File: src/rtl/sdram_uart_write_packer.sv
// sdram_uart_write_packer
// Packs UART byte pairs into 16-bit words, buffers them in a small FIFO and
// feeds the SDRAM controller's host write port, filling a linear frame region
// that wraps back to BASE_ADDR after FRAME_WORDS words.
module sdram_uart_write_packer #(
    parameter int HADDR_WIDTH = 22,
    parameter int BASE_ADDR   = 0,
    parameter int FRAME_WORDS = 76800,
    parameter int FIFO_DEPTH  = 4      // power of two, at least 2
) (
    input  logic                          clk,
    input  logic                          rst_n,
    input  logic [7:0]                    rx_data,
    input  logic                          rx_valid,
    input  logic                          frame_start,
    output logic [HADDR_WIDTH-1:0]        wr_addr,
    output logic [15:0]                   wr_data,
    output logic                          wr_enable,
    input  logic                          wr_addr_inc,
    input  logic                          busy,
    output logic                          frame_done,
    output logic                          overflow,
    output logic [$clog2(FIFO_DEPTH):0]   fifo_level
);

    localparam int PW = $clog2(FIFO_DEPTH);
    localparam int LW = PW + 1;
    localparam int CW = $clog2(FRAME_WORDS + 1);

    localparam logic [HADDR_WIDTH-1:0] BASE     = HADDR_WIDTH'(BASE_ADDR);
    localparam logic [CW-1:0]          LAST_CNT = CW'(FRAME_WORDS - 1);
    localparam logic [LW-1:0]          FULL_LVL = LW'(FIFO_DEPTH);

    typedef enum logic [1:0] {
        W_IDLE = 2'd0,
        W_REQ  = 2'd1,
        W_GAP  = 2'd2
    } state_e;

    state_e                 state_q, state_d;
    logic                   phase_q, phase_d;        // 1: low byte held
    logic [7:0]             low_byte_q, low_byte_d;
    logic [15:0]            mem_q [FIFO_DEPTH];
    logic [PW-1:0]          wr_ptr_q, wr_ptr_d;
    logic [PW-1:0]          rd_ptr_q, rd_ptr_d;
    logic [LW-1:0]          level_q, level_d;
    logic [HADDR_WIDTH-1:0] addr_q, addr_d;
    logic [15:0]            data_q, data_d;
    logic                   en_q, en_d;
    logic [CW-1:0]          cnt_q, cnt_d;
    logic                   done_q, done_d;
    logic                   ovf_q, ovf_d;

    logic                   push;
    logic                   pop;
    logic                   fifo_full;
    logic [15:0]            push_word;

    assign fifo_full = (level_q == FULL_LVL);
    assign push_word = {rx_data, low_byte_q};

    // Next-state logic: packing, FIFO bookkeeping and the write-handshake FSM.
    always_comb begin
        // NOTE: every signal gets a default first so no path can infer a latch.
        state_d    = state_q;
        phase_d    = phase_q;
        low_byte_d = low_byte_q;
        wr_ptr_d   = wr_ptr_q;
        rd_ptr_d   = rd_ptr_q;
        level_d    = level_q;
        addr_d     = addr_q;
        data_d     = data_q;
        en_d       = en_q;
        cnt_d      = cnt_q;
        done_d     = 1'b0;
        ovf_d      = ovf_q;
        push       = 1'b0;
        pop        = 1'b0;

        if (frame_start) begin
            // Frame restart wins over everything, including a same-cycle byte.
            state_d  = W_IDLE;
            phase_d  = 1'b0;
            wr_ptr_d = '0;
            rd_ptr_d = '0;
            level_d  = '0;
            addr_d   = BASE;
            en_d     = 1'b0;
            cnt_d    = '0;
            ovf_d    = 1'b0;
        end else begin
            if (rx_valid) begin
                phase_d = ~phase_q;
                if (!phase_q) begin
                    low_byte_d = rx_data;
                end
            end

            case (state_q)
                W_IDLE: begin
                    if ((level_q != '0) && !busy) begin
                        pop     = 1'b1;
                        data_d  = mem_q[rd_ptr_q];
                        en_d    = 1'b1;
                        state_d = W_REQ;
                    end
                end
                W_REQ: begin
                    // Address and data stay frozen until the controller acks.
                    if (wr_addr_inc) begin
                        en_d    = 1'b0;
                        done_d  = (cnt_q == LAST_CNT);
                        state_d = W_GAP;
                    end
                end
                W_GAP: begin
                    if (cnt_q == LAST_CNT) begin
                        addr_d = BASE;
                        cnt_d  = '0;
                    end else begin
                        addr_d = addr_q + HADDR_WIDTH'(1);
                        cnt_d  = cnt_q + CW'(1);
                    end
                    state_d = W_IDLE;
                end
                default: begin
                    state_d = W_IDLE;
                end
            endcase

            // A full FIFO still accepts the word if the head leaves this cycle.
            if (rx_valid && phase_q) begin
                if (!fifo_full || pop) begin
                    push = 1'b1;
                end else begin
                    ovf_d = 1'b1;
                end
            end

            if (push) begin
                wr_ptr_d = wr_ptr_q + PW'(1);
            end
            if (pop) begin
                rd_ptr_d = rd_ptr_q + PW'(1);
            end
            case ({push, pop})
                2'b10:   level_d = level_q + LW'(1);
                2'b01:   level_d = level_q - LW'(1);
                default: level_d = level_q;
            endcase
        end
    end

    // State and output registers, cleared asynchronously.
    always_ff @(posedge clk or negedge rst_n) begin
        // NOTE: sequential state uses non-blocking assignments only.
        if (!rst_n) begin
            state_q    <= W_IDLE;
            phase_q    <= 1'b0;
            low_byte_q <= '0;
            wr_ptr_q   <= '0;
            rd_ptr_q   <= '0;
            level_q    <= '0;
            addr_q     <= BASE;
            data_q     <= '0;
            en_q       <= 1'b0;
            cnt_q      <= '0;
            done_q     <= 1'b0;
            ovf_q      <= 1'b0;
        end else begin
            state_q    <= state_d;
            phase_q    <= phase_d;
            low_byte_q <= low_byte_d;
            wr_ptr_q   <= wr_ptr_d;
            rd_ptr_q   <= rd_ptr_d;
            level_q    <= level_d;
            addr_q     <= addr_d;
            data_q     <= data_d;
            en_q       <= en_d;
            cnt_q      <= cnt_d;
            done_q     <= done_d;
            ovf_q      <= ovf_d;
        end
    end

    // FIFO storage write port.
    always_ff @(posedge clk) begin
        // NOTE: storage has no reset; the pointers and level define validity.
        if (push) begin
            mem_q[wr_ptr_q] <= push_word;
        end
    end

    assign wr_addr    = addr_q;
    assign wr_data    = data_q;
    assign wr_enable  = en_q;
    assign frame_done = done_q;
    assign overflow   = ovf_q;
    assign fifo_level = level_q;

endmodule

File: config.mk
export PLATFORM = sky130hd
export DESIGN_NAME = sdram_uart_write_packer
export DESIGN_NICKNAME = d
export VERILOG_FILES = /design/src/rtl/sdram_uart_write_packer.sv
export SDC_FILE = /design/constraint.sdc
export NUM_CORES = 1
export LEC_CHECK = 0
export CORE_MARGIN = 2
export CORE_UTILIZATION = 61
export DETAILED_ROUTE_END_ITERATION = 7
export GPL_ROUTABILITY_DRIVEN = 0
export HOLD_SLACK_MARGIN = 0.05
export PLACE_DENSITY = 0.84
export SYNTH_ARGS = -nofsm -noshare
export SYNTH_HDL_FRONTEND = slang
export SYNTH_SLANG_ARGS = --single-unit
File: constraint.sdc
create_clock -name clk -period 6.4 [get_ports clk]
set_input_delay 0.64 -clock clk [delete_from_list [all_inputs] [get_ports clk]]
set_output_delay 0.64 -clock clk [all_outputs]
set_load 0.005 [all_outputs]
==> load_flow_metrics.sql <==
INSERT INTO impl_metrics (metric_group, metric, value, unit) VALUES
('global_route', 'antenna_violations_before_repair', '0', ''),
('sta', 'tns', '0', 'ns'),
('clock_network', 'numCtsBuffers', '17', ''),
('routing', 'vias', '3837', ''),
('sta', 'clock_skew', '0.01054', 'ns'),
('setup_path', 'cpLargestDelayFamily', 'simple AND/OR/NAND/NOR gates', ''),
('setup_path', 'path_buf_inv', '0', ''),
('synthesis', 'synthCells', '447', ''),
('global_route', 'grt_overflow', '0', ''),
('setup_path', 'crit_path_cell_trace', 'nor3_1 -> or2_1 -> a21oi_1 -> fa_1 -> a2111oi_0 -> a31oi_1 -> xor2_1 -> nor2_1', ''),
('synthesis', 'avg_inst_size_synth', '13.58', 'sq um'),
('floorplanning', 'die_footprint', '10760', 'sq um'),
('placement', 'portBuffers', '57', ''),
('sta', 'hold_violations', '0', ''),
('setup_path', 'worstSetupPathType', 'flip-flop to flip-flop', ''),
('synthesis', 'mapped_nets', '468', ''),
('synthesis', 'synth_sequential_area_ratio', '0.6301', ''),
('clock_network', 'cts_tree', 'yes', ''),
('pwr', 'total_power', '2.513', 'mW'),
('setup_path', 'worstPathArrival', '3.02', 'ns'),
('routing', 'drt_drc_violations_left', '0', ''),
('synthesis', 'synth.distinct_cells', '56', ''),
('routing', 'routed_wl', '11930', 'um'),
('finish', 'finish.utilization', '0.7443', ''),
('sta', 'layout_worst_path_cycle_share', '0.4115', ''),
('finish', 'area_delta_synth_final', '19.34', '%'),
('floorplanning', 'design.core.area', '9729', 'sq um'),
('clock_network', 'cts.hold.buffers_added', '0', ''),
('routing', 'drtAntennaViolNets', '0', ''),
('routing', 'vias_per_cell', '5.912', ''),
('global_route', 'first_global_vias', '3942', ''),
('sta', 'grt_setup_unrepaired', 'no', ''),
('clock_network', 'cts.repair.resized', '0', ''),
('synthesis', 'synth_enable_flop_cells', '64', ''),
('finish', 'finalNetCount', '524', ''),
('setup_path', 'regToRegEndpoint', 'fifo_level[2]', ''),
('setup_path', 'sort_of_element_at_the_start_of_the_critical_path', 'flip-flop', ''),
('sta', 'maxClockFrequency', '0.3797', 'GHz'),
('clock_network', 'number_of_h_tree_branching_levels', '4', ''),
('synthesis', 'ys_ff_latch', '140', ''),
('floorplanning', 'start_util', '0.6237', ''),
('pwr', 'peakVddDrop', '0.2274', 'mV'),
('setup_path', 'rrSetupSlack', '3.77', 'ns'),
('setup_path', 'cp_data_required_time', '6.79', 'ns'),
('floorplanning', 'io_pins', '58', ''),
('setup_path', 'critical-path-max-stage-delay', '0.49', 'ns'),
('routing', 'drt_pass1_iterations', '4', ''),
('floorplanning', 'die_width', '103.7', 'um'),
('global_route', 'wire_length_of_the_first_global_routing_pass', '19910', 'um'),
('sta', 'period_needed', '2.634', 'ns'),
('clock_network', 'worstSkewPairLatency', '0.51', 'ns'),
('setup_path', 'critical_path_peak_fanout', '5', ''),
('setup_path', 'r2r_start', 'fifo_level[0]', ''),
('sta', 'tightestPinTransition', '1.146', 'ns'),
('sta', 'timing.final.setup_violations', '0', ''),
('finish', 'post_route_cells_drive_above_1_share', '0.1473', ''),
('pwr', 'power_density_normalized_to_cell_area', '347.0', 'nW/um^2'),
('setup_path', 'critPathCaptureType', 'flip-flop', ''),
('hold_path', 'min-delay-path-class', 'input port to asynchronous set/reset pin', ''),
('global_route', 'pin_count_of_the_biggest_net_entering_global_routing', '77', ''),
('setup_path', 'timing.critical_path.slowest_stage_cell', 'nor3_1', ''),
('clock_network', 'clkSinkCount', '140', ''),
('finish', 'fillerInstances', '611', ''),
('clock_network', 'clkSlewWorstSetupHoldPaths', '0.06', 'ns'),
('global_route', 'grt_use_total', '0.2381', ''),
('placement', 'detailed_place.area', '6694', 'sq um'),
('synthesis', 'synth_top_flop_cell', 'dfrtp_1', ''),
('floorplanning', 'fp-row-count', '36', ''),
('sta', 'slew_headroom', '0.2362', ''),
('placement', 'placedCellCount', '617', ''),
('status', 'result_of_the_run', 'finished, final reports clean', '');
[final cells by class]
class | count | area, sq um | area share
clock buffer | 20 | 435.4 | 0.06012
clock inverter | 12 | 112.6 | 0.01555
timing repair buffer | 58 | 575.6 | 0.07947
tap | 133 | 166.4 | 0.02298
inverter | 8 | 30.03 | 0.004147
multi-input combinational | 278 | 2098 | 0.2897
sequential | 140 | 3824 | 0.5280
[state kept, by name, indices dropped and copies added, names as in the netlist]
signal and count:
state_q 2, wr_data 16, overflow 1, phase_q 1, rd_ptr_q 2, low_byte_q 8, wr_enable 1, frame_done 1
cnt_q 17, wr_ptr_q 2, wr_addr 22, fifo_level 3, mem_q 64
[per-layer routing]
layer  vias up  GRT usage  wire length, um
met5         -          0                0
met2       109     0.4238             6504
met1      1944     0.2876             4868
li1       1772          -                -
met4         0    0.06853              113
met3        12    0.06230              442
[cell usage after synthesis, types with 2 or more instances]
library cell  instances  area (sq um)
dfrtp_1              76          1902
edfxtp_1             64          1922
nor2_1               41         153.9
nand2_1              30         112.6
o21ai_0              18         90.09
mux4_2               16         360.4
nor3_1               16         80.08
a21oi_1              15         75.07
a31oi_1              14         87.58
mux2_2               14         157.7
xnor2_1              11         96.34
mux2_1               10         112.6
and2_1                9         56.30
buf_2                 9         45.04
inv_1                 8         30.03
nand3_1               8         40.04
xor2_1                8         70.07
a22o_1                7         61.31
clkbuf_1              7         26.28
nand4_1               7         43.79
ha_1                  6         75.07
a21o_1                4         30.03
or3_1                 4         25.02
and3_1                3         18.77
buf_6                 3         33.78
and4_1                2         17.52
mux2i_1               2         20.02
nand2b_1              2         12.51
nand3b_1              2         15.01
nor2b_1               2         12.51
nor3_2                2         20.02
nor4_1                2         12.51
or2_2                 2         12.51
[through the flow]
step                setup slack [ns]  hold WS [ns]
floorplan                      4.157        0.3444
global placement               3.439        0.4664
detailed placement             3.332        0.4787
CTS                            3.782        0.3022
global route                   3.523        0.3403
finish                         3.766        0.2695
[placed cells by master (no fill, tap or decap), drive strengths merged, types with 4 or more instances in the layout]
cell type / synthesis / final
a21o: 4 / 4
a21oi: 15 / 15
a22o: 7 / 7
a31oi: 15 / 15
and2: 9 / 9
clkbuf: 7 / 20
clkdlybuf4s50: 0 / 56
clkinv: 0 / 4
dfrtp: 76 / 76
edfxtp: 64 / 64
ha: 6 / 6
inv: 8 / 13
mux2: 24 / 24
mux4: 16 / 16
nand2: 30 / 30
nand3: 8 / 8
nand4: 8 / 8
nor2: 43 / 43
nor3: 18 / 18
o21ai: 19 / 19
or3: 5 / 5
xnor2: 11 / 11
xor2: 8 / 8
[cells by family after synthesis]
logic type,after synthesis,synth area share
AO/OA/AOI/OAI,69,0.07361
XOR/XNOR,19,0.02742
adder cells (fa/ha/maj),7,0.01567
buffers and inverters,29,0.02412
flip-flops,140,0.6301
multiplexers,43,0.1095
AND/OR/NAND/NOR,140,0.1196
[power breakdown]
group | internal [mW] | total, mW | switching [mW]
Combinational | 0.280 | 0.456 | 0.176
Clock | 0.530 | 0.903 | 0.374
Sequential | 1.05 | 1.15 | 0.107
Total | 1.86 | 2.51 | 0.657
[worst max path at each step]
stage                        startpoint  slack (ns)  depth (start not counted)       endpoint
after CTS                      cnt_q[0]        3.78                          6      cnt_q[12]
final                     fifo_level[0]        3.77                          8  fifo_level[2]
after global placement             busy        3.44                          5   mem_q[1][14]
after floorplan                    busy        4.16                          4    mem_q[0][0]
after global routing           cnt_q[0]        3.52                          6       cnt_q[8]
after detailed placement           busy        3.33                          5   mem_q[3][13]
(Power assumes the default switching activity.)
